[src/rtl/mem_copy_dma_pkg.sv]
// Shared types and constants for the word-copy DMA engine.
package mem_copy_dma_pkg;

  localparam int unsigned DMA_LEN_W   = 16;
  localparam logic [31:0] ZERO_WORD   = '0;
  localparam logic [31:0] WORD_STRIDE = 32'd4;

  typedef enum logic [2:0] {
    ST_IDLE,
    ST_REQ,
    ST_RD,
    ST_WR,
    ST_DONE
  } state_t;

  function automatic logic is_word_aligned(input logic [31:0] addr);
    return addr[1:0] == 2'b00;
  endfunction

endpackage

[src/rtl/mem_copy_dma.sv]
// Word-granular memory copy DMA initiator sharing the word RAM via request/grant.
// Optional pattern-fill mode is enabled by defining MEM_COPY_DMA_FILL_EN.
module mem_copy_dma
  import mem_copy_dma_pkg::*;
#(
  parameter int unsigned LEN_W = DMA_LEN_W
) (
  input  logic             clk,
  input  logic             rst,
  input  logic             start_i,
  input  logic [31:0]      src_i,
  input  logic [31:0]      dst_i,
  input  logic [LEN_W-1:0] len_i,
  output logic             busy_o,
  output logic             done_o,
  output logic             err_o,
  output logic             mem_req_o,
  input  logic             mem_gnt_i,
  output logic             mem_we_o,
  output logic [31:0]      mem_addr_o,
  output logic [31:0]      mem_data_o,
  input  logic [31:0]      mem_data_i
`ifdef MEM_COPY_DMA_FILL_EN
  ,
  input  logic             fill_i,
  input  logic [31:0]      pattern_i
`endif
);

  state_t           state_q, state_d;
  logic [31:0]      src_q, dst_q, buf_q, pattern_q;
  logic [31:0]      addr_q, data_q;
  logic [LEN_W-1:0] count_q;
  logic             err_q, fill_q;
  logic             fill_in, bad_align;
  logic [31:0]      pattern_in;

`ifdef MEM_COPY_DMA_FILL_EN
  assign fill_in    = fill_i;
  assign pattern_in = pattern_i;
`else
  assign fill_in    = 1'b0;
  assign pattern_in = ZERO_WORD;
`endif

  // Fill mode never reads the source, so only the destination must be aligned.
  assign bad_align = fill_in ? !is_word_aligned(dst_i)
                             : !(is_word_aligned(src_i) && is_word_aligned(dst_i));

  assign busy_o = (state_q != ST_IDLE);
  assign err_o  = err_q;

  always_comb begin
    state_d    = state_q;
    mem_req_o  = 1'b0;
    mem_we_o   = 1'b0;
    mem_addr_o = addr_q;
    mem_data_o = data_q;
    done_o     = 1'b0;
    case (state_q)
      ST_IDLE: begin
        if (start_i) begin
          if (bad_align || (len_i == '0)) state_d = ST_DONE;
          else                            state_d = ST_REQ;
        end
      end
      ST_REQ: begin
        mem_req_o = 1'b1;
        if (mem_gnt_i) state_d = fill_q ? ST_WR : ST_RD;
      end
      ST_RD: begin
        mem_req_o  = 1'b1;
        mem_addr_o = src_q;
        if (mem_gnt_i) state_d = ST_WR;
      end
      ST_WR: begin
        mem_req_o  = 1'b1;
        mem_addr_o = dst_q;
        mem_data_o = fill_q ? pattern_q : buf_q;
        mem_we_o   = mem_gnt_i;
        if (mem_gnt_i) begin
          if (count_q == LEN_W'(1)) state_d = ST_DONE;
          else                      state_d = fill_q ? ST_WR : ST_RD;
        end
      end
      ST_DONE: begin
        done_o  = 1'b1;
        state_d = ST_IDLE;
      end
      default: state_d = ST_IDLE;
    endcase
  end

  always_ff @(posedge clk or negedge rst) begin
    if (!rst) begin
      state_q <= ST_IDLE;
    end else begin
      state_q <= state_d;
    end
  end

  // Bus address/data are re-registered every cycle so idle states replay the last driven value.
  always_ff @(posedge clk or negedge rst) begin
    if (!rst) begin
      src_q     <= ZERO_WORD;
      dst_q     <= ZERO_WORD;
      buf_q     <= ZERO_WORD;
      pattern_q <= ZERO_WORD;
      addr_q    <= ZERO_WORD;
      data_q    <= ZERO_WORD;
      count_q   <= '0;
      err_q     <= 1'b0;
      fill_q    <= 1'b0;
    end else begin
      addr_q <= mem_addr_o;
      data_q <= mem_data_o;
      case (state_q)
        ST_IDLE: begin
          if (start_i) begin
            src_q     <= src_i;
            dst_q     <= dst_i;
            count_q   <= len_i;
            err_q     <= bad_align;
            fill_q    <= fill_in;
            pattern_q <= pattern_in;
          end
        end
        ST_RD: begin
          if (mem_gnt_i) buf_q <= mem_data_i;
        end
        ST_WR: begin
          if (mem_gnt_i) begin
            if (!fill_q) src_q <= src_q + WORD_STRIDE;
            dst_q   <= dst_q + WORD_STRIDE;
            count_q <= count_q - LEN_W'(1);
          end
        end
        default: ;
      endcase
    end
  end

endmodule
[config.mk]
export PLATFORM = sky130hd
export DESIGN_NAME = mem_copy_dma
export DESIGN_NICKNAME = d
export VERILOG_FILES = /design/src/rtl/mem_copy_dma_pkg.sv /design/src/rtl/mem_copy_dma.sv
export SDC_FILE = /design/constraint.sdc
export NUM_CORES = 1
export LEC_CHECK = 0
export BUFFER_PORTS_ARGS = -buffer_cell sky130_fd_sc_hd__buf_2
export CAP_MARGIN = 20
export CORE_MARGIN = 4
export CORE_UTILIZATION = 50
export DETAILED_ROUTE_END_ITERATION = 16
export GPL_ROUTABILITY_DRIVEN = 0
export PLACE_DENSITY = 0.74
export RECOVER_POWER = 25
export SYNTH_ARGS = -nofsm -noshare
export SYNTH_HDL_FRONTEND = slang
export SYNTH_SLANG_ARGS = --single-unit
[constraint.sdc]
create_clock -name clk -period 1.9 [get_ports clk]
set_input_delay 0.19 -clock clk [delete_from_list [all_inputs] [get_ports clk]]
set_output_delay 0.19 -clock clk [all_outputs]
set_load 0.01 [all_outputs]
==> flow_summary_export.csv <==
group,metric,value,unit
floorplanning,core-area,0.0175,sq mm
synthesis,synthCells,975,
cells_and_area,layout-drive-gt1-share,46.5,%
clock_tree,cts_tree,"done",
clock_tree,h-tree-depth,4,
timing,worst_pin_slew,1300,ps
synthesis,async_flop_share,100,%
hold_path,whs_endpoint,"src_q[3]",
timing,hold_violations,0,
synthesis,synth_top_area_share,50.0,%
clock_tree,cts_made_buffers,17,
critical_path,regToRegEndpoint,"count_q[12]",
timing,setup_viol,113,
pwr,powerDensity,1820,mW/mm^2
critical_path,cp-end-kind,"output pin",
detailed_routing,drtIter0Drc,1325,
run,maxCapViolCount,0,
critical_path,path_cells,"buf_6 > buf_6 > nor2_4 > buf_6 > buf_16 > nand2_1 > nand2_2 > buf_6",
detailed_routing,wirelength,38.8,mm
critical_path,crit_path_frequent_cell,"buf_6",
detailed_routing,vias,10200,
critical_path,rr_worst_depth,8,
clock_tree,cts_buffer_depth,2,
synthesis,synthFlopType,"dfrtp_1",
synthesis,synth_area_leaders,"dfrtp_1, nand2_1, o21ai_0",
clock_tree,path_clk_slew,80,ps
cells_and_area,utilization,81.8,%
floorplanning,io_pins,185,
detailed_routing,ant_nets,0,
floorplanning,dieHeight,142,microns
pwr,p_clk_share,14.6,%
critical_path,regToRegStartpoint,"state_q[2]",
critical_path,rrSetupSlack,-150,ps
pwr,ir_drop,1.22,mV
floorplanning,initial_core_util,51.6,%
global_route,met2_usage,51.7,%
synthesis,synth_area_leader_cell,"dfrtp_1",
detailed_routing,routedWlPerCell,24.6,microns
floorplanning,dieArea,0.0202,sq mm
cells_and_area,n_antenna_cell,0,
global_route,use_met1,39.4,%
global_route,track_usage,31.1,%
cells_and_area,nets,1457,
pwr,power.switching,11300,uW
pwr,p_int,14600,uW
global_route,grt_pass1_vias,9381,
pwr,combPwrFrac,57.0,%
cells_and_area,areaGrowthSynthToFinish,58.6,%
synthesis,yosysUniqueCellTypes,63,
synthesis,yosys_warnings,0,
status,violations,"setup timing",
critical_path,start_kind,"register",
global_route,top_usage_layer,"met2",
clock_tree,clk_latency,470,ps
timing,fin_skew,20.9,ps
global_route,use_met3,7.19,%
critical_path,crit_required,1710,ps
timing,drv_slew,0,
global_route,grt_max_degree,56,
clock_tree,cts-root-buf,"clkbuf_16",
hold_path,min_path_type,"in2reg",
critical_path,max_stage_delay,430,ps
placed_design,io_buffer_count,184,
synthesis,synth.avg_cell_area,9.25,sq um
timing,rsz0062_at_grt,"yes",
timing,worst_slack,-167,ps
floorplanning,die_w,142,microns
timing,clock.fmax,0.484,GHz
timing,maxSlewHeadroom,13.3,%
critical_path,cp.arrival,1880,ps
critical_path,critPathKind,"reg2out",
status,status,"finished, violations left",
detailed_routing,drc,0,
clock_tree,cts.sinks,180,
hold_path,hp-start,"src_i[3]",
global_route,grt_pass1_wl,49.5,mm
global_route,grt_overflow_total,0,
synthesis,syn_area,0.00902,sq mm
placed_design,dp_hpwl,18.8,mm
synthesis,synth_nets,1095,
pwr,sw_frac_of_total,43.6,%
global_route,antenna_found_initial,0,
detailed_routing,viasPerCell,6.46,
synthesis,synth_edf_count,0,
synthesis,synth-seq-area-share,50.0,%
pwr,finalPower,26000,uW
pwr,seqPwrFrac,28.4,%
timing,final.setup.tns,-9470,ps
detailed_routing,dr.pass1.iters,6,
timing,period_share,109,%
placed_design,place_ws,-70.3,ps
floorplanning,rows,48,
pwr,p_leak,0.00643,uW
timing,period_minus_slack,2070,ps
critical_path,slowest_stage,"dfrtp_1",
hold_path,hold_depth,3,
synthesis,synth_seq_cells,180,
critical_path,worst-path-max-fanout,9,
synth_stat cells (all sizes together), types with 2 or more instances:
master   instances
a41oi            2
o22a             9
or4              5
and3            23
o31ai            3
o211ai           3
a2bb2oi         11
nor4            14
ha               4
a311oi           3
o32ai            3
mux2            34
nand3           40
a22o             2
clkbuf          45
o22ai           21
nand2b           2
nor2            49
a31o             3
and2             8
nor3            11
a31oi           13
a41o             2
nand4           21
o21ai           78
a21oi           73
a22oi            5
mux2i           36
nand2          202
nand4b           2
a32oi            2
buf             23
nor3b            5
and4             2
o2bb2ai          3
dfrtp          180
inv              7
nand3b           2
or3              9
layout make-up:
type | count | area [sq um]
clock buffers | 17 | 425
flip-flops and latches | 180 | 4510
multi-input cells | 721 | 5250
repair buffers | 410 | 3610
well taps | 225 | 282
clock inverters | 15 | 201
fillers | 929 | 3180
inverters | 7 | 26.3
what timing repair did:
item / in CTS / in global routing
hold buffers: 40 / 0
setup buffers: 42 / 19
pin swaps: 32 / 47
cloned: 9 / 15
resized for setup: 154 / 223
setup endpoints to repair: 107 / 132
hold endpoints to repair: 80 / 0
power groups by stage:
stage | combinational [uW] | clock, uW | sequential, uW
3_5_place_dp | 9110 | 0 | 6920
4_1_cts | 11300 | 3700 | 6950
3_3_place_gp | 8910 | 0 | 6830
2_1_floorplan | 5420 | 0 | 6750
6_report | 14800 | 3790 | 7370
5_1_grt | 15500 | 3940 | 7500
kinds of logic after synthesis:
group / after synthesis / synth area share, %
mux: 70 / 8.24
compound gates: 247 / 16.6
fa+ha+maj: 4 / 0.555
flops: 180 / 50.0
simple gates: 399 / 21.2
buf+inv: 75 / 3.37
worst max-delay path by stage:
stage	slack [ps]	end	start	depth (start not counted)
floorplan	-60	mem_data_o[12]	state_q[1]	8
global placement	-60	dst_q[25]	state_q[2]	8
detailed placement	-70	dst_q[30]	state_q[2]	8
CTS	-80	mem_addr_o[24]	state_q[2]	5
global route	-230	mem_data_o[7]	state_q[2]	8
finish	-170	mem_data_o[21]	state_q[2]	8
cell usage in the layout (no fill, tap or decap), drive strengths merged, types with 4 or more instances in the layout:
cell,n
mux2,34
a2bb2oi,11
or3,9
o22ai,21
dlygate4sd3,40
o21ai,78
and2,8
ha,4
dfrtp,180
mux2i,36
or4,5
and3,23
a21oi,73
clkbuf,30
inv,14
nand3,40
nor2,49
nor3,11
buf,357
nand2,202
nand4,21
clkinv,8
nor3b,5
a31oi,13
a22oi,5
nor4,14
o22a,9
flip-flops by register name, summed over array words and instances, names as in the netlist:
signal and flops:
addr_q 32, buf_q 32, data_q 32, dst_q 32, src_q 32, count_q 16
state_q 3, err_o 1
metrics by stage:
step / hold WS [ps] / instance area [sq um] / std cells
after global routing: 3.68 / 14300 / 1575
after floorplan: -106 / 9040 / 975
after detailed placement: 161 / 10900 / 1422
after global placement: 165 / 10900 / 1422
final: 10.3 / 14300 / 1575
after CTS: 7.46 / 13000 / 1545
worst max-delay path: cells and delay by family, from the launching register on:
kind                   cells  cell delay, ps
buffers and inverters      5             660
flip-flops                 1             430
AND/OR/NAND/NOR            3             330
per-layer routing:
metal | vias up | wire length, microns | share of wire, %
li1 | 4268 | - | -
met1 | 4917 | 13300 | 34
met2 | 783 | 19200 | 49
met3 | 199 | 4010 | 10
met4 | 0 | 2380 | 6.1
met5 | - | 0 | 0
Note: power is estimated with default switching activity, not from simulation.
